### src/rtl/rol_iter.sv
// Iterative rotate-left: one binary-weighted stage (1,2,4,8..) per clock, SHAMT_W stages total.
// Latency: fixed SHAMT_W cycles from accept edge to the cycle with done high; the amount does not shorten it.
// Backpressure: start is only taken when ready (IDLE or DONE); start while busy is ignored.
module rol_iter #(
    parameter int WIDTH   = 16,   // must equal 2**SHAMT_W
    parameter int SHAMT_W = 4
) (
    input  logic               clk,
    input  logic               rst,
    input  logic               start,
    input  logic [WIDTH-1:0]   Rot_In,
    input  logic [SHAMT_W-1:0] Rot_Val,
    output logic               ready,
    output logic               busy,
    output logic               done,
    output logic [WIDTH-1:0]   Rot_Out
);

    localparam int CNT_W = (SHAMT_W > 1) ? $clog2(SHAMT_W) : 1;

    typedef enum logic [1:0] {
        S_IDLE = 2'd0,
        S_RUN  = 2'd1,
        S_DONE = 2'd2
    } state_t;

    state_t             state_q, state_d;
    logic [CNT_W-1:0]   cnt_q, cnt_d;
    logic [WIDTH-1:0]   data_q, data_d;
    logic [SHAMT_W-1:0] amt_q, amt_d;
    logic [WIDTH-1:0]   rot_out_q, rot_out_d;

    logic [SHAMT_W-1:0] stage_sh;
    logic [WIDTH-1:0]   stage_val;
    logic               last_stage;

    // State and datapath registers; reset overrides any in-flight operation.
    always_ff @(posedge clk) begin
        if (rst) begin
            state_q   <= S_IDLE;
            cnt_q     <= '0;
            data_q    <= '0;
            amt_q     <= '0;
            rot_out_q <= '0;
        end else begin
            state_q   <= state_d;
            cnt_q     <= cnt_d;
            data_q    <= data_d;
            amt_q     <= amt_d;
            rot_out_q <= rot_out_d;
        end
    end

    // Current stage: rotate data left by 2**cnt; shift is never zero so both halves are well defined.
    always_comb begin
        stage_sh   = SHAMT_W'(1) << cnt_q;
        stage_val  = (data_q << stage_sh) | (data_q >> (WIDTH - 32'(stage_sh)));
        last_stage = (cnt_q == CNT_W'(SHAMT_W - 1));
    end

    // Next-state and datapath update: accept in IDLE/DONE, one stage per RUN cycle.
    always_comb begin
        state_d   = state_q;
        cnt_d     = cnt_q;
        data_d    = data_q;
        amt_d     = amt_q;
        rot_out_d = rot_out_q;
        case (state_q)
            S_IDLE, S_DONE: begin
                if (start) begin
                    data_d  = Rot_In;
                    amt_d   = Rot_Val;
                    cnt_d   = '0;
                    state_d = S_RUN;
                end else begin
                    state_d = S_IDLE;
                end
            end
            S_RUN: begin
                if (amt_q[cnt_q]) begin
                    data_d = stage_val;
                end
                cnt_d = cnt_q + CNT_W'(1);
                if (last_stage) begin
                    // Result register only moves here, so it holds through IDLE and the next RUN.
                    rot_out_d = data_d;
                    cnt_d     = '0;
                    state_d   = S_DONE;
                end
            end
            default: begin
                state_d = S_IDLE;
            end
        endcase
    end

    // Handshake outputs decoded purely from state.
    always_comb begin
        ready = 1'b0;
        busy  = 1'b0;
        done  = 1'b0;
        case (state_q)
            S_IDLE: ready = 1'b1;
            S_RUN:  busy  = 1'b1;
            S_DONE: begin
                ready = 1'b1;
                done  = 1'b1;
            end
            default: ready = 1'b0;
        endcase
    end

    assign Rot_Out = rot_out_q;

endmodule

### config.mk
export PLATFORM = sky130hd
export DESIGN_NAME = rol_iter
export DESIGN_NICKNAME = d
export VERILOG_FILES = /design/src/rtl/rol_iter.sv
export SDC_FILE = /design/constraint.sdc
export NUM_CORES = 1
export LEC_CHECK = 0
export ABC_AREA = 1
export BUFFER_PORTS_ARGS = -buffer_cell sky130_fd_sc_hd__clkbuf_2
export CAP_MARGIN = 40
export CORE_AREA = 2 2 73 75
export CTS_CLUSTER_DIAMETER = 60
export DETAILED_ROUTE_END_ITERATION = 7
export DIE_AREA = 0 0 75 77
export PLACE_DENSITY = 0.83
export SLEW_MARGIN = 20
export SYNTH_ARGS = -nofsm -noshare
export SYNTH_HDL_FRONTEND = slang
export SYNTH_SLANG_ARGS = --single-unit
### constraint.sdc
create_clock -name clk -period 3.7 [get_ports clk]
set_clock_uncertainty 0.1 [all_clocks]
set_input_delay 0 -clock clk [delete_from_list [all_inputs] [get_ports clk]]
set_output_delay 0 -clock clk [all_outputs]
set_load 0.03 [all_outputs]
==> key figures, run 1 <==
Status
  • Outcome: finished, final reports clean

STA
  • Worst hold slack: 0.004075 ns
  • Worst slew pin tran: roughly 0.64 ns
  • Setup TNS: 0 ns
  • Post-route minimum period: approximately 2.4 ns
  • Final Hold Violating Endpoints: 0
  • RSZ-0062 raised after global routing: false
  • Fmax: slightly above 0.4 GHz
  • Number of endpoints failing setup at the final stage: 0
  • Pins Over Slew Limit: 0
  • Slew HR: 57.00%
  • Final period util: 65.98%

Pwr
  • Cell Pwr Density: around 360 nW/um^2
  • P_leak: 1.659 nW
  • Worst vdd ir: 0.2832 mV

Finish
  • Layout net count: 542
  • Share of cells above drive strength 1: between 10% and 20%
  • Diodes inserted: 0
  • Syn-to-layout area delta: 12.10%
  • Finished Cell Area: approximately 3400 sq um

Clocking
  • Postcts setup bufs: 0
  • CTS H-tree depth: 2
  • CTS root buffer: clkbuf_8
  • Total CTS buffers: 5
  • CTS tree: yes
  • Sink Count: 40
  • Max Root-Sink Buffers: 2
  • Skew-Pair Late Insertion Delay: roughly 0.3 ns
  • Clock Pin Slew Worst Setup and Hold Paths: 0.09 ns
  • Resized cells post-CTS: 0
  • # hold bufs at CTS: 17

Floorplan
  • Die Area: about 5800 sq um
  • Chip width: around 75 microns
  • IO Count: between 40 and 50
  • Starting Density: 60.88%
  • Row count: 26
  • Die height: 77 microns
  • Area of the core: 4977 sq um

Setup path
  • Critical path capture point type: flip-flop
  • CP top delay family: simple AND/OR/NAND/NOR gates
  • Crit-path slowest cell: nand2_1
  • CP Max Fanout: 20
  • Crit-path most repeated cell: nand2_1
  • Crit path largest cell delay: roughly 0.49 ns
  • Critical path arrival: 2.51 ns
  • Critical path cell sequence: inv_2, nand2_1, nand3_1, nand2_1, inv_1, or2_2, nand2_1, nand2_1, nand2_1, a21oi_2
  • Critical Path RT: between 3 and 4 ns
  • CP bufs+invs: 2
  • WS Path Type: reg -> reg
  • Worst Setup Start Kind: flip-flop

Synth
  • Post-Syn Area: about 3000 sq um
  • Syn Nets: 497
  • Most frequent cell after synthesis: nand2_1
  • Yosys top cell area share: 26.42%
  • Synth top cells by count: nand2_1, nand3_1, dfxtp_1
  • Biggest area consumer among synthesized cells: dfxtp_1
  • Synth async-reset ratio: 0%
  • Post-synth top flop: dfxtp_1
  • Distinct cell type count after synthesis: 36
  • Cells taking the most area after synthesis: dfxtp_1, nand2_1, nand3_1
  • Mapped Cells: 468
  • FF+latch count, synth: 40
  • Seq/Total Area, Yosys: between 20% and 30%
  • YS warnings: 0
  • Number of synthesized flops with an enable pin: 0
  • Synth Area per Inst: roughly 6.5 sq um

Route
  • Drt first pass iters: 5
  • Routed Antenna Nets: 0
  • WL/cell: 15.73 microns
  • Initial drt markers: ~380
  • DR WL met2: 4184 microns
  • Max Used Layer: met4
  • Routed via count: 3391
  • Vias/cell: 5.807
  • DRC: 0
  • Metal1 wirelength: slightly below 4000 microns
  • Met3 wire len: 882 microns
  • WL final: around 9200 microns

Global routing
  • Global-route wire length before repair: between 10000 and 15000 microns
  • Total Routing Usage GR: 33.03%
  • Grt total ovfl: 0
  • Antenna violations before repair: 0
  • Vias in the first global route: 3007
  • Largest net degree at the start of global routing: 23

Placement
  • GPL Wtd Cong: 1.024
  • Post-DP Area: 3133 sq um
  • Port Buffers: 41
  • Dpl hpwl: 6330 microns

Job
  • Number of max-cap violations: 0

Worst hold path
  • Worst min path class: in -> reg
[cells in the final DEF, fill, tap and decap left out, types with 10 or more instances in the layout]
| cell type | count |
|---|---|
| nand2_1 | 139 |
| nand3_1 | 84 |
| clkbuf_2 | 41 |
| dfxtp_1 | 40 |
| inv_1 | 33 |
| o21ai_0 | 26 |
| nor2_1 | 25 |
| a21oi_1 | 20 |
| dlygate4sd3_1 | 17 |
| nand2_2 | 11 |
| nand3_2 | 11 |
| inv_2 | 10 |
[tightest hold or removal path, stage by stage]
cell and delay [ns]:
clkbuf_2 0.09, a32o_1 0.16, a21oi_1 0.04, nor2_1 0.07
[cells by family after synthesis]
logic type | count (synthesis) | synth area share, %
AND/OR/NAND/NOR | 281 | 43.15
AO/OA/AOI/OAI | 71 | 13.63
buffers and inverters | 70 | 14.33
flip-flops | 40 | 26.42
adder cells (fa/ha/maj) | 6 | 2.477
[state kept, by name, summed over array words and instances, names as in the netlist]
name     flops
Rot_Out     16
data_q      16
amt_q        4
cnt_q        2
state_q      2
[metal layers]
metal  up-vias  GRT usage (%)
met5         -              0
met1      1512          45.85
met2       219          51.67
met3        31          4.731
li1       1629              -
met4         0          11.25
[path summary, 6_finish.rpt]
kind                            startpoint         end  slack, ns  depth (start not counted)
worst min-delay path                 start   data_q[7]      0.004                          4
worst min register to register  Rot_Out[4]  Rot_Out[4]       0.39                          2
worst max register to register    cnt_q[0]   data_q[0]       1.26                         10
worst max-delay path              cnt_q[0]   data_q[0]       1.26                         10
[where the power goes]
group	total (W)	internal (W)	leakage, nW	switching [W]
logic	0.000426	0.000143	1.29	0.000283
clock network	0.000317	0.000152	0.0445	0.000165
registers	0.000487	0.000454	0.327	0.0000335
[per-stage QoR]
stage	setup WS (ns)	total power, W	util (%)	instances
floorplan	1.658	0.0008176	-	468
finish	1.259	0.001230	68.25	584
global placement	1.371	0.0008876	62.95	559
detailed placement	1.267	0.0008928	62.95	559
global route	1.035	0.001285	68.25	584
CTS	1.254	0.001210	68.25	584
[area by class of cell]
type	count	area (sq um)
Clock buffer	7	86.33
Clock inverter	1	7.507
Multi-Input combinational cell	358	1795
Fill cell	452	1580
Tap cell	70	87.58
Sequential cell	40	800.8
Timing Repair Buffer	62	405.4
Inverter	46	214.0
(Power assumes the default switching activity.)
==> inputs of run 2 (changes only) <==
--- a/config.mk
+++ b/config.mk
@@ -8,11 +8,11 @@
 export ABC_AREA = 1
 export BUFFER_PORTS_ARGS = -buffer_cell sky130_fd_sc_hd__clkbuf_2
 export CAP_MARGIN = 40
-export CORE_AREA = 2 2 73 75
+export CORE_AREA = 2 2 79 81
 export CTS_CLUSTER_DIAMETER = 60
 export DETAILED_ROUTE_END_ITERATION = 7
-export DIE_AREA = 0 0 75 77
-export PLACE_DENSITY = 0.83
+export DIE_AREA = 0 0 81 83
+export PLACE_DENSITY = 0.75
 export SLEW_MARGIN = 20
 export SYNTH_ARGS = -nofsm -noshare
 export SYNTH_HDL_FRONTEND = slang
==> constraint.sdc (replaced) <==
create_clock -name clk -period 2.2 [get_ports clk]
set_clock_uncertainty 0.1 [all_clocks]
set_input_delay 0 -clock clk [delete_from_list [all_inputs] [get_ports clk]]
set_output_delay 0 -clock clk [all_outputs]
set_load 0.03 [all_outputs]
==> key figures, run 2 (synthesis gave the netlist of run 1 again) <==
Status
  • Outcome: finished, final reports clean

Floorplan
  • Row count: 28
  • Die Area: between 6000 and 7000 sq um
  • Die height: 83 microns
  • IO Count: 42
  • Starting Density: 52.11%
  • Chip width: approximately 81 microns
  • Area of the core: 5816 sq um

Placement
  • Placed cell count: 575
  • Dpl hpwl: roughly 6500 microns
  • Post-DP Area: about 3200 sq um
  • Port Buffers: 41
  • GPL Wtd Cong: ~0.99

Finish
  • Diodes inserted: 0
  • Share of cells above drive strength 1: 21.86%
  • Finished Cell Area: 3515 sq um
  • Fin util: 60.43%
  • Layout net count: 554
  • Most common cell after layout, fill and taps aside: nand2_1
  • Finished Layout Cells: 601
  • Syn-to-layout area delta: 15.98%
  • Most frequent cells in the layout: nand2_1, nand3_1, clkbuf_2, dfxtp_1, inv_1

Global routing
  • Largest net degree at the start of global routing: 22
  • Vias in the first global route: 3025
  • Global-route wire length before repair: 14950 microns
  • Antenna violations before repair: 0
  • Grt total ovfl: 0
  • Total Routing Usage GR: about 28%

Setup path
  • Cell count of the worst reg-to-reg path: 11
  • Critical Path RT: 2.28 ns
  • Worst Setup Start Kind: flip-flop
  • Critical path arrival: 2.12 ns
  • Worst R2R Setup Slack: 0.16 ns
  • R2r endpoint: Rot_Out[5]
  • Worst r2r src: cnt_q[1]
  • WS Path Type: reg -> reg
  • CP Max Fanout: 16
  • Critical path capture point type: flip-flop

Clocking
  • Total CTS buffers: 5
  • CTS root buffer: clkbuf_8
  • Sink Count: 40
  • CTS tree: yes
  • Skew-Pair Late Insertion Delay: between 0.2 and 0.3 ns
  • CTS H-tree depth: 2
  • Clock Pin Slew Worst Setup and Hold Paths: 0.08 ns
  • Max Root-Sink Buffers: 2

Pwr
  • Cell Pwr Density: 593.1 nW/um^2
  • Worst vdd ir: approximately 0.64 mV
  • P_leak: 1.714 nW
  • Overall power: 0.002084 W

Worst hold path
  • Worst min path class: in -> reg
  • Hold Path Depth: 4
  • Min-delay src: Rot_In[7]
  • WHS Endpoint: data_q[7]

Route
  • Initial drt markers: 309
  • Vias/cell: 5.569
  • WL/cell: between 10 and 15 microns
  • DRC: 0
  • Drt first pass iters: 6
  • Routed Antenna Nets: 0
  • WL final: 8987 microns
  • Routed via count: roughly 3300

STA
  • Number of endpoints failing setup at the final stage: 0
  • Final period util: between 90 and 100%
  • Slew HR: 60.15%
  • Fmax: 0.4913 GHz
  • RSZ-0062 raised after global routing: false
  • Final Hold Violating Endpoints: 0
  • Post-route minimum period: slightly above 2 ns
  • Pins Over Slew Limit: 0
  • Worst slew pin tran: 0.5970 ns

Job
  • Number of max-cap violations: 0
run 2: worst max path at each step:
stage | from | to | slack [ns] | depth (start not counted)
6_report | cnt_q[1] | Rot_Out[5] | 0.16 | 11
3_3_place_gp | cnt_q[1] | Rot_Out[5] | -0.04 | 11
2_1_floorplan | cnt_q[1] | data_q[0] | 0.16 | 16
3_5_place_dp | cnt_q[1] | Rot_Out[5] | -0.08 | 11
4_1_cts | cnt_q[1] | Rot_Out[5] | 0.004 | 12
5_1_grt | cnt_q[0] | data_q[0] | 0.009 | 15
run 2: layout make-up:
class | instances | area [sq um]
Tap cell | 75 | 93.84
Clock inverter | 1 | 7.507
Timing Repair Buffer | 74 | 506.7
Inverter | 46 | 214.0
Fill cell | 576 | 2301
Multi-Input combinational cell | 358 | 1805
Clock buffer | 7 | 86.33
Sequential cell | 40 | 800.8
run 2: metrics by stage:
step	setup TNS, ns	hold WS, ns	setup WS, ns
CTS	0	0.004622	0.004204
detailed placement	-0.1112	0.1606	-0.07660
global route	0	0.009921	0.008831
global placement	-0.03807	0.1546	-0.03807
finish	0	0.01504	0.1645
floorplan	0	0.06668	0.1581
run 2: power breakdown:
part	internal, W	total [W]	switching [W]
Combinational	0.000272	0.000756	0.000483
Sequential	0.000763	0.000818	0.0000555
Clock	0.000255	0.000511	0.000256
run 2: worst max-delay path, cell delays in order, from the launching register on:
cell and delay, ns:
dfxtp_1 0.31, inv_1 0.07, ha_2 0.43, inv_8 0.14, nand2_1 0.11, nand2_2 0.09, nand2_1 0.09, o21ai_0 0.08
nand2_1 0.07, nand3_1 0.14, o21ai_1 0.19, o21ai_1 0.08
run 2: metal layers:
| layer | GRT usage [%] | wire length [microns] |
|---|---|---|
| met2 | 42.45 | 4062 |
| met4 | 7.550 | 177 |
| met1 | 40.56 | 3938 |
| met5 | 0 | 0 |
| met3 | 4.783 | 808 |
run 2: timing repair:
| item | 4_1_cts | 5_1_grt |
|---|---|---|
| resized for setup | 1 | 9 |
| cloned | 0 | 0 |
| buffers inserted | 0 | 1 |
| hold endpoints to repair | 17 | 0 |
| endpoints found under the setup margin | 4 | 10 |
| hold buffers | 17 | 0 |
==> inputs of run 3 (changes only) <==
--- a/config.mk
+++ b/config.mk
@@ -12,7 +12,9 @@
 export CTS_CLUSTER_DIAMETER = 60
 export DETAILED_ROUTE_END_ITERATION = 7
 export DIE_AREA = 0 0 81 83
+export MAX_ROUTING_LAYER = met4
 export PLACE_DENSITY = 0.75
+export REMOVE_ABC_BUFFERS = 1
 export SLEW_MARGIN = 20
 export SYNTH_ARGS = -nofsm -noshare
 export SYNTH_HDL_FRONTEND = slang
==> key figures, run 3 (synthesis gave the netlist of run 1 again) <==
Global routing
  • Grt total ovfl: 0
  • Largest net degree at the start of global routing: 22
  • Total Routing Usage GR: 29.15%
  • Antenna violations before repair: 0
  • Vias in the first global route: 3137
  • Global-route wire length before repair: roughly 15000 microns

STA
  • Fmax: roughly 0.49 GHz
  • Setup TNS: 0 ns
  • Slew HR: between 50% and 60%
  • Post-route minimum period: 2.029 ns
  • Final WS setup: 0.1712 ns
  • Worst slew pin tran: 0.6244 ns
  • Number of endpoints failing setup at the final stage: 0
  • Worst hold slack: -0.004358 ns
  • RSZ-0062 raised after global routing: false
  • Final period util: 92.22%
  • Final Hold Violating Endpoints: 1
  • Pins Over Slew Limit: 0

Finish
  • Share of cells above drive strength 1: 21.89%
  • Most common cell after layout, fill and taps aside: nand2_1
  • Syn-to-layout area delta: 19.16%
  • Finished Layout Cells: 605
  • Layout net count: roughly 560
  • Most frequent cells in the layout: nand2_1, nand3_1, clkbuf_2, dfxtp_1, inv_1
  • Fill count: 571
  • Diodes inserted: 0

Clocking
  • CTS root buffer: clkbuf_8
  • CTS H-tree depth: 2
  • Total CTS buffers: 5
  • Clock Pin Slew Worst Setup and Hold Paths: 0.08 ns
  • Max Root-Sink Buffers: 2
  • Postcts setup bufs: 0
  • Skew-Pair Late Insertion Delay: 0.29 ns
  • CTS tree: yes
  • Sink Count: 40

Worst hold path
  • WHS Endpoint: state_q[0]
  • Hold Path Depth: 3
  • Worst min path class: in -> reg
  • Min-delay src: start

Setup path
  • Critical path arrival: 2.10 ns
  • Worst Setup Start Kind: flip-flop
  • Setup crit start: cnt_q[0]
  • Worst r2r src: cnt_q[0]
  • R2r endpoint: data_q[0]
  • Critical Path RT: 2.28 ns
  • WS Path Type: reg -> reg
  • Worst R2R Setup Slack: 0.17 ns
  • Critical path capture point type: flip-flop
  • CP Max Fanout: 6
  • Cell count of the worst reg-to-reg path: 15

Route
  • WL/cell: between 15 and 20 microns
  • Routed Antenna Nets: 0
  • WL final: 9103 microns
  • Drt first pass iters: 5
  • Routed via count: about 3300
  • Vias/cell: 5.484
  • DRC: 0
  • Initial drt markers: 326

Placement
  • Setup Slack @ Placement: -0.02027 ns
  • GPL Wtd Cong: 0.9943
  • Placed cell count: 577
  • Dpl hpwl: 6412 microns
  • Port Buffers: 41

Floorplan
  • Starting Density: a little over half
  • Area of the core: 5816 sq um
  • Chip width: between 80 and 90 microns
  • Row count: 28
  • IO Count: 42
  • Die height: just over 80 microns
  • Die Area: about 6700 sq um

Job
  • Number of max-cap violations: 0

Status
  • Outcome: complete, but fails checks
  • Violated checks: negative hold slack

Pwr
  • P_leak: ~1.8 nW
  • Cell Pwr Density: 635.7 nW/um^2
  • Worst vdd ir: 0.4576 mV
[run 3: layout make-up]
class	count	area [sq um]	share of cell area, %
Tap cell	75	93.84	2.599
Timing Repair Buffer	79	550.5	15.25
Clock buffer	5	68.82	1.906
Sequential cell	40	800.8	22.18
Clock inverter	2	60.06	1.663
Multi-Input combinational cell	358	1823	50.49
Inverter	46	214.0	5.925
[run 3: repair_timing]
item                                   CTS  global route
hold buffers                            21             0
setup endpoints to repair                1             9
endpoints found under the hold margin   20             0
gates resized for setup                  1             9
[run 3: layer usage]
layer / global-route usage [%] / vias to the layer above / wire [microns]
met1: 42.12 / 1513 / 4147
met2: 42.67 / 142 / 4171
met3: 2.391 / 10 / 619
li1: - / 1653 / -
met5: - / - / 0
met4: 9.707 / 0 / 165
[run 3: worst max path at each step]
stage	end	slack, ns	cells after the start
floorplan	data_q[0]	-0.11	14
global placement	Rot_Out[5]	0.009	11
detailed placement	Rot_Out[5]	-0.02	11
global route	data_q[3]	0.04	11
CTS	Rot_Out[5]	0.06	13
finish	data_q[0]	0.17	15
[run 3: where the power goes]
part | internal, W | leakage (nW) | switching (W) | total [W]
clock network | 0.000447 | 0.0642 | 0.000262 | 0.000708
registers | 0.000763 | 0.327 | 0.0000533 | 0.000816
logic | 0.000282 | 1.37 | 0.000489 | 0.000771
[run 3: stage by stage]
step	instance area (sq um)	util, %	total power [W]
final	3611	62.09	0.002296
after global routing	3611	62.09	0.002417
after CTS	3578	61.53	0.002270
after detailed placement	3237	55.66	0.001532
after global placement	3237	55.66	0.001528
after floorplan	2810	-	0.001310
[run 3: critical path, cell delays in order, from the launching register on]
cell	delay, ns
dfxtp_1	0.35
inv_2	0.04
buf_4	0.15
ha_1	0.24
inv_2	0.10
ha_4	0.21
inv_1	0.11
nand3_1	0.08
nand2_1	0.07
nand2_1	0.05
nand3_1	0.08
nand2_1	0.06
nand2_1	0.11
nand2_1	0.06
nand2_1	0.07
a21oi_2	0.05
